--- config.mk ---
export PLATFORM = sky130hd
export DESIGN_NAME = master_bus_condition_generator
export DESIGN_NICKNAME = d
export VERILOG_FILES = /design/src/rtl/master_i2c_pkg.sv /design/src/rtl/master_quarter_timer.sv /design/src/rtl/master_bus_condition_generator.sv
export SDC_FILE = /design/constraint.sdc
export NUM_CORES = 1
export LEC_CHECK = 0
export CAP_MARGIN = 20
export CORE_UTILIZATION = 37
export DETAILED_ROUTE_END_ITERATION = 12
export PLACE_DENSITY = 0.68
export SETUP_SLACK_MARGIN = 0.5
export SLEW_MARGIN = 20
export SYNTH_ARGS = -nofsm -noshare
export SYNTH_HDL_FRONTEND = slang
export SYNTH_SLANG_ARGS = --single-unit
--- constraint.sdc ---
create_clock -name master_clock -period 2.9 [get_ports master_clock]
set_clock_uncertainty 0.2 [all_clocks]
set_input_delay 0.29 -clock master_clock [delete_from_list [all_inputs] [get_ports master_clock]]
set_output_delay 0.29 -clock master_clock [all_outputs]
set_load 0.1 [all_outputs]
--- src/rtl/master_i2c_pkg.sv ---
// Shared definitions for the master I2C bit engine: command codes, FSM states,
// quarter phases and the SCL/SDA level table (1 = released, 0 = pulled low).
package master_i2c_pkg;

  localparam logic [2:0] CMD_START = 3'd1;
  localparam logic [2:0] CMD_STOP  = 3'd2;
  localparam logic [2:0] CMD_WRITE = 3'd3;
  localparam logic [2:0] CMD_READ  = 3'd4;

  typedef enum logic [2:0] {
    ST_IDLE,
    ST_HOLD,
    ST_START,
    ST_STOP,
    ST_WRITE,
    ST_READ
  } state_t;

  typedef enum logic [1:0] {Q0, Q1, Q2, Q3} quarter_t;

  typedef struct packed {
    logic scl;
    logic sda;
  } levels_t;

  function automatic state_t cmd_state(input logic [2:0] cmd);
    case (cmd)
      CMD_START: return ST_START;
      CMD_STOP:  return ST_STOP;
      CMD_WRITE: return ST_WRITE;
      CMD_READ:  return ST_READ;
      default:   return ST_IDLE;
    endcase
  endfunction

  // START Q0 keeps SCL where it is, so a repeated START never glitches SCL high early.
  function automatic levels_t bus_levels(input state_t st, input quarter_t q,
                                         input logic data_bit, input logic scl_now);
    levels_t lv;
    lv = '{scl: scl_now, sda: 1'b1};
    case (st)
      ST_START: begin
        case (q)
          Q0: lv = '{scl: scl_now, sda: 1'b1};
          Q1: lv = '{scl: 1'b1,    sda: 1'b1};
          Q2: lv = '{scl: 1'b1,    sda: 1'b0};
          Q3: lv = '{scl: 1'b0,    sda: 1'b0};
        endcase
      end
      ST_STOP: begin
        case (q)
          Q0: lv = '{scl: 1'b0, sda: 1'b0};
          Q1: lv = '{scl: 1'b1, sda: 1'b0};
          Q2: lv = '{scl: 1'b1, sda: 1'b1};
          Q3: lv = '{scl: 1'b1, sda: 1'b1};
        endcase
      end
      ST_WRITE: lv = '{scl: (q == Q1) || (q == Q2), sda: data_bit};
      ST_READ:  lv = '{scl: (q == Q1) || (q == Q2), sda: 1'b1};
      default:  lv = '{scl: scl_now, sda: 1'b1};
    endcase
    return lv;
  endfunction

endpackage

--- src/rtl/master_quarter_timer.sv ---
// Quarter-period down-counter: reloads QUARTER_DIV-1, pulses quarter_done on wrap.
// Latency: quarter_done in the QUARTER_DIV-th counting cycle after run rises.
// Backpressure: stretch freezes the count; dropping run reloads it.
module master_quarter_timer #(
  parameter int unsigned QUARTER_DIV = 25
) (
  input  logic master_clock,
  input  logic master_reset,
  input  logic run,
  input  logic stretch,
  output logic quarter_done
);

  localparam logic [15:0] RELOAD = 16'(QUARTER_DIV - 1);

  logic [15:0] count_q;

  always_ff @(posedge master_clock) begin
    if (master_reset || !run) begin
      count_q <= RELOAD;
    end else if (!stretch) begin
      count_q <= (count_q == 16'd0) ? RELOAD : count_q - 16'd1;
    end
  end

  assign quarter_done = run & ~stretch & (count_q == 16'd0);

endmodule

--- src/rtl/master_bus_condition_generator.sv ---
// Master I2C bit engine: START/STOP/repeated START and single data bits on open-drain SCL/SDA.
// Latency: rsp_valid 1+4*QUARTER_DIV cycles after acceptance, plus any SCL stretch time.
// Backpressure: cmd_ready low while a command is in flight; slaves stretch by holding SCL low.
module master_bus_condition_generator
  import master_i2c_pkg::*;
#(
  parameter int unsigned QUARTER_DIV = 25
) (
  input  logic       master_clock,
  input  logic       master_reset,
  input  logic       master_cmd_valid,
  output logic       master_cmd_ready,
  input  logic [2:0] master_cmd,
  input  logic       master_cmd_bit,
  output logic       master_rsp_valid,
  output logic       master_rsp_bit,
  output logic       master_cmd_err,
  output logic       master_bus_owned,
  input  logic       master_scl_in,
  input  logic       master_sda_in,
  output logic       master_scl_oe,
  output logic       master_sda_oe
);

  logic [1:0] scl_sync_q;
  logic [1:0] sda_sync_q;
  logic       scl_s;
  logic       sda_s;

  state_t     state_q;
  quarter_t   quarter_q;
  logic       cmd_bit_q;
  logic       sample_q;
  logic [1:0] settle_q;

  logic       busy;
  logic       is_data;
  logic       stretch;
  logic       quarter_done;
  logic       cmd_ok;

  state_t     load_state;
  quarter_t   load_quarter;
  logic       load_bit;
  levels_t    load_lv;

  always_ff @(posedge master_clock) begin
    if (master_reset) begin
      scl_sync_q <= 2'b11;
      sda_sync_q <= 2'b11;
    end else begin
      scl_sync_q <= {scl_sync_q[0], master_scl_in};
      sda_sync_q <= {sda_sync_q[0], master_sda_in};
    end
  end

  assign scl_s = scl_sync_q[1];
  assign sda_s = sda_sync_q[1];

  assign busy    = state_q inside {ST_START, ST_STOP, ST_WRITE, ST_READ};
  assign is_data = (state_q == ST_WRITE) || (state_q == ST_READ);

  // Right after SCL is released the synchroniser still shows the old low level;
  // settle_q masks those cycles so an unstretched quarter stays exactly QUARTER_DIV.
  assign stretch = busy & ~master_scl_oe & ~scl_s & (settle_q == 2'd0);

  assign cmd_ok = (master_cmd == CMD_START) ||
                  (master_bus_owned && ((master_cmd == CMD_STOP) ||
                                        (master_cmd == CMD_WRITE) ||
                                        (master_cmd == CMD_READ)));

  always_comb begin
    load_state   = busy ? state_q : cmd_state(master_cmd);
    load_quarter = busy ? quarter_t'(quarter_q + 2'd1) : Q0;
    load_bit     = busy ? cmd_bit_q : master_cmd_bit;
    load_lv      = bus_levels(load_state, load_quarter, load_bit, ~master_scl_oe);
  end

  master_quarter_timer #(
    .QUARTER_DIV (QUARTER_DIV)
  ) u_timer (
    .master_clock (master_clock),
    .master_reset (master_reset),
    .run          (busy),
    .stretch      (stretch),
    .quarter_done (quarter_done)
  );

  always_ff @(posedge master_clock) begin
    if (master_reset) begin
      state_q          <= ST_IDLE;
      quarter_q        <= Q0;
      cmd_bit_q        <= 1'b0;
      sample_q         <= 1'b0;
      settle_q         <= 2'd0;
      master_cmd_ready <= 1'b1;
      master_rsp_valid <= 1'b0;
      master_rsp_bit   <= 1'b0;
      master_cmd_err   <= 1'b0;
      master_bus_owned <= 1'b0;
      master_scl_oe    <= 1'b0;
      master_sda_oe    <= 1'b0;
    end else begin
      master_rsp_valid <= 1'b0;
      master_cmd_err   <= 1'b0;
      if (settle_q != 2'd0) settle_q <= settle_q - 2'd1;

      if (busy) begin
        if (quarter_done) begin
          if (quarter_q == Q2 && is_data) sample_q <= sda_s;
          if (quarter_q == Q3) begin
            // Bus levels stay as Q3 left them: HOLD keeps SCL low, STOP leaves both released.
            master_rsp_valid <= 1'b1;
            master_cmd_ready <= 1'b1;
            master_rsp_bit   <= is_data & sample_q;
            state_q          <= (state_q == ST_STOP) ? ST_IDLE : ST_HOLD;
            if (state_q == ST_START) master_bus_owned <= 1'b1;
            else if (state_q == ST_STOP) master_bus_owned <= 1'b0;
          end else begin
            quarter_q     <= load_quarter;
            master_scl_oe <= ~load_lv.scl;
            master_sda_oe <= ~load_lv.sda;
            if (master_scl_oe && load_lv.scl) settle_q <= 2'd2;
          end
        end
      end else if (master_cmd_valid && master_cmd_ready) begin
        if (cmd_ok) begin
          state_q          <= load_state;
          quarter_q        <= Q0;
          cmd_bit_q        <= master_cmd_bit;
          master_cmd_ready <= 1'b0;
          master_scl_oe    <= ~load_lv.scl;
          master_sda_oe    <= ~load_lv.sda;
          if (master_scl_oe && load_lv.scl) settle_q <= 2'd2;
        end else begin
          master_cmd_err <= 1'b1;
        end
      end
    end
  end

endmodule

# --- Word level (Yosys, flattened, before mapping) ---
# Index checks and enable logic that the tools add are counted.
totals:
  mem_count: 0
  latchBits: 0
  in_bits: 9
  regBits: 36
  ram_bits: 0
  elab_cells: 125
  output_inout_bits: 7
  mem_bits_ro: 0
op_classes:
  eq_ne: 20
  order_cmp: 0
  n_shift: 0
  add_sub_neg: 3
  muxes: 45
  reduce_logical: 28
  mul: 0
  bitwise: 14
  div: 0
op_table:
  columns: ["op", "n"]
  rows:
  - ["$mux 2", 13]
  - ["$mux 1", 21]
  - ["$eq 3x2->1 const B", 6]
  - ["$mux 3", 6]
  - ["$logic_not 16->1", 1]
  - ["$mux 16", 1]
  - ["$pmux 2 s4", 2]
  - ["$sub 16x1->16 const B", 1]
  - ["$eq 3x3->1 const B", 5]
  - ["$pmux 3 s4", 1]
  - ["$reduce_and 4->1", 3]
  - ["$reduce_and 3->1", 3]
  - ["$eq 2x2->1 const B", 4]
  - ["$not 1->1", 8]
  - ["$reduce_bool 2->1", 4]
  - ["$and 1x1->1", 6]
  - ["$logic_or 1x1->1", 6]
  - ["$pmux 2 s3", 1]
  - ["$reduce_or 3->1", 2]
  - ["$logic_and 1x1->1", 4]
  - ["$logic_not 2->1", 2]
  - ["$ne 2x1->1 const B", 2]
  - ["$reduce_bool 4->1", 1]
  - ["$eq 3x1->1 const B", 1]
  - ["6 further kinds", 6]

# --- Logic depth before layout (Yosys ltp) ---
depth:
  depth_word: 12
  depth_mapped: 12

# --- Cells and area by module ---
# Synthesis repeated with hierarchy kept, for this count alone.
hier_totals:
  hier_cells: 212
  area_unflattened_um2: 1956.9
modules_own_cells:
  columns: ["mod", "cells_each", "area_per_inst_um2", "n_inst"]
  rows:
  - ["master_bus_condition_generator", 126, 1128.6, 1]
  - ["master_quarter_timer", 86, 828.3, 1]

# --- Worst setup path after synthesis ---
# Ideal clock, no wire load.
synth_timing:
  kind: "register -> register"
  startpoint: "register master_scl_oe"
  endpoint: "register u_timer.count_q[4]"
  arrival_ps: 2498
  setup_slack_ps: 75
  stages_incl_launch_ff: 7
  path_cell_list: "dfxtp_1 or4_1 buf_2 o211ai_4 nor2_2 a211o_1 or3b_1"
synth_between:
  elab_chain_cells: 4
synth_rtl:
  columns: ["element", "line_no", "text"]
  rows:
  - ["start, declared", "master_bus_condition_generator.sv:21", "output logic master_scl_oe,"]
  - ["start signal, assigned", "master_bus_condition_generator.sv:121", "master_scl_oe <= ~load_lv.scl;"]
  - ["start signal, assigned", "master_bus_condition_generator.sv:132", "master_scl_oe <= ~load_lv.scl;"]
  - ["$not 1->1", "master_bus_condition_generator.sv:65", "assign stretch = busy & ~master_scl_oe & ~scl_s & (settle_q == 2'd0);"]
  - ["$and 1x1->1 (3 in a row)", "master_bus_condition_generator.sv:65", null]
  - ["end signal, assigned", "master_quarter_timer.sv:22", "count_q <= (count_q == 16'd0) ? RELOAD : count_q - 16'd1;"]
  - ["end, declared", "master_quarter_timer.sv:16", "logic [15:0] count_q;"]
# No other way between the ends.
# A chain may end at the register's enable or synchronous reset.

# --- Worst setup path in the final report ---
layout_timing:
  startpoint: "register state_q[2]"
  endpoint: "register u_timer.count_q[4]"
layout_between:
  elab_chain_cells: 5
layout_rtl:
  columns: ["element", "line_no", "text"]
  rows:
  - ["start, declared", "master_bus_condition_generator.sv:30", "state_t state_q;"]
  - ["start signal, assigned", "master_bus_condition_generator.sv:116", "state_q <= (state_q == ST_STOP) ? ST_IDLE : ST_HOLD;"]
  - ["start signal, assigned", "master_bus_condition_generator.sv:128", "state_q <= load_state;"]
  - ["$eq 3x2->1 or $eq 3x3->1 (tied branches)", "master_bus_condition_generator.sv:60", "assign busy = state_q inside {ST_START, ST_STOP, ST_WRITE, ST_READ};"]
  - ["$reduce_bool 4->1 *", "master_bus_condition_generator.sv:60", null]
  - ["$and 1x1->1 (3 in a row)", "master_bus_condition_generator.sv:65", null]
# Every way passes the cells marked *; elsewhere a longest branch is shown, timed or not.

==> run summary <==
Final hold violation count: 0
First-pass DRT Iterations: 4
CTS Sinks: 36
Share of cells above drive strength 1: 25.6%
Pin count of the biggest net entering global routing: 23
Critical path class: flop to flop
Static Leak: 0.901 nW
Critical Path, Cell by Cell: ha_4, or4_4, o211ai_4, nor2_2, a211o_1, or3b_1
MaxCap Viol Count: 0
Initial Util: 38.3%
Final antenna-violating net count: 0
Critical path's slowest cell: or4_4
Leading area contributor after synthesis: dfxtp_1
DRT Wirelength: 4.26 mm
Synth unique cells: 52
Total gr overflow: 0
Critical path data arrival time: 2.39 ns
GRT Overall Usage: 16.2%
Buffers added on ports: 15
P_int: 0.000739 W
Switching part of the total: 24.0%
Die X: 74.7 um
Core outline area: 5110 um^2
Mean post-synth cell area: 8.69 um^2
Worst Min Path Start: scl_sync_q[0]
Final nets: 275
Setup_tns: 0 ns
Status: finished clean
Synth top area share: 36.9%
CTS Hold Bufs: 0
Max Fclk: 412 MHz
Detailed-route via count: 1,691
Initial antenna violation count: 0
Max VDD drop: 0.220 mV
Mapped Area: 1950 um^2
Sequential fraction of design power: 51.7%
Most frequent cell after synthesis: dfxtp_1
Max FO, Critical Path: 7
Post-Syn Nets: 243
Dominant cells by area after synthesis: dfxtp_1, ha_1, nor2_1
Post-synth ARST share: 0%
Min Clock Period, post-route: 2.43 ns
First DRT Iteration DRCs: 104
Clock power share: 36.8%
Filler cells: 472
Clk pin slew, worst setup/hold paths: 0.07 ns
Warnings, synthesis: 0
Worst Setup End Kind: flop
H-tree depth: 2
Post-Place Cells: 307
Post-synthesis sequential area ratio: 36.9%
CP Launch Point: state_q[2]
Die height: 74.7 um
Max Slew Vio Count: 0
Number of diodes: 0
Tcrit/Tclk final: 83.6%
Yosys reg bits: 36
Worst r2r src: state_q[2]
Number of synthesized flops with an enable pin: 0
Root buf cell: clkbuf_8
Sequential cell area: 736 um^2
Die Area: 5580 um^2
Total CTS buffers: 5
Global-route wire length before repair: 6.78 mm
Largest stage delay, worst path: 0.46 ns
Area delta synth->final: 26.4%
CP Launch Type: flop
Slew headroom: 62.0%
RSZ-0062 raised after global routing: yes
WL per Instance: 13.0 um
Predominant post-synthesis flop cell: dfxtp_1
Logic pwr share: 11.5%
Worst-Skew Late Latency: 0.28 ns
Via density: 5.16
Post-synth top cells: dfxtp_1, nor2_1, a21oi_1, inv_1, nand2_1
Row count: 26
Remaining DRCs: 0
Syn Inst Count: 225
Post-layout util: 48.4%
Final cell count without fillers: 328
Area of the multi-input gates: 1210 um^2
CP required: 2.87 ns
Hold crit path type: flop to flop
Vias in the first global route: 1,473
Gpl congestion: 0.854
CP bufs+invs: 0
Setup Viol. Count Final: 0
Sw Pwr: 0.000233 W
CTS tree: done
CTS max path bufs: 2
Ports: 16
DP Wirelength: 2.91 mm
Pwr/cell area: 394 nW/um^2
Tightest Pin Transition: 0.567 ns
Crit-path leading delay family: simple AND/OR/NAND/NOR gates
## worst reg2reg max path, delay by kind of cell (launching register included)
family / cells / cell delay [ns]
AND/OR/NAND/NOR: 3 / 0.88
adder cells (fa/ha/maj): 1 / 0.27
flip-flops: 1 / 0.38
AO/OA/AOI/OAI: 2 / 0.57
## path summary, 6_finish.rpt
path / to / slack, ns / cells after the start
max: u_timer.count_q[4] / 0.47 / 6
min: scl_sync_q[1] / 0.21 / 1
max reg2reg: u_timer.count_q[4] / 0.47 / 6
min reg2reg: scl_sync_q[1] / 0.21 / 1
## power by group through the flow
| stage | clock network [W] | logic, W | registers, W |
|---|---|---|---|
| floorplan | 0 | 0.0000589 | 0.000529 |
| global placement | 0 | 0.000102 | 0.000515 |
| detailed placement | 0 | 0.000102 | 0.000515 |
| CTS | 0.000369 | 0.000107 | 0.000504 |
| global route | 0.000390 | 0.000120 | 0.000503 |
| finish | 0.000358 | 0.000112 | 0.000503 |
## registers in the layout, indices dropped and copies added (netlist names)
register,cells
master_cmd_err,1
u_timer.count_q,16
sample_q,1
master_sda_oe,1
master_rsp_bit,1
settle_q,2
master_scl_oe,1
sda_sync_q,2
quarter_q,2
master_cmd_ready,1
master_rsp_valid,1
cmd_bit_q,1
master_bus_owned,1
scl_sync_q,2
state_q,3
## layout by cell type (no fill, tap or decap), types with 6 or more instances in the layout
cell type,netlist,layout
dfxtp_1,36,30
xor2_1,8,8
xnor2_1,8,8
nand3_1,12,12
nor2_1,23,22
nor3_1,8,8
nand2_1,13,13
inv_1,13,12
buf_4,0,22
ha_1,9,7
clkdlybuf4s50_1,0,8
a21oi_1,13,13
clkbuf_8,0,6
## routing by layer
metal | GRT usage (%) | up-vias | wire length [um]
met5 | 0 | - | 0
met4 | 6.29 | 0 | 66
met3 | 4.02 | 4 | 125
met2 | 24.8 | 23 | 1930
met1 | 22.0 | 796 | 2130
li1 | - | 868 | -
## through the flow
step | total power, W | cell area [um^2] | hold WS (ns) | setup slack, ns
final | 0.000972 | 2470 | 0.212 | 0.475
after detailed placement | 0.000617 | 2220 | 0.199 | 0.321
after global placement | 0.000617 | 2220 | 0.193 | 0.312
after floorplan | 0.000587 | 2010 | 0.189 | 0.332
after CTS | 0.000980 | 2380 | 0.215 | 0.495
after global routing | 0.00101 | 2470 | 0.234 | 0.383
## final cells by class
cell class	instances	share of cell area, %
clock buffers	8	3.65
inverters	13	2.08
multi-input cells	167	49.1
flip-flops and latches	36	29.8
well taps	70	3.54
repair buffers	34	11.8
## what timing repair did
action,4_1_cts,5_1_grt
resized for setup,3,11
cloned,0,1
pin swaps,5,3
buffers inserted,6,6
setup endpoints to repair,14,16
## cell families (layout without fill, tap and decap cells)
logic type                 count (synthesis)  count (layout)  synth area share [%]
buffers and inverters                     22              55                  4.35
adders and majority gates                  9               9                  5.76
muxes                                      2               2                  1.09
xor gates and xnor gates                  16              16                  7.17
and+or+nand+nor                           98              98                  28.9
AOI/OAI and AO/OA                         42              42                  15.9
DFF                                       36              36                  36.9
Note: power is estimated with default switching activity, not from simulation.
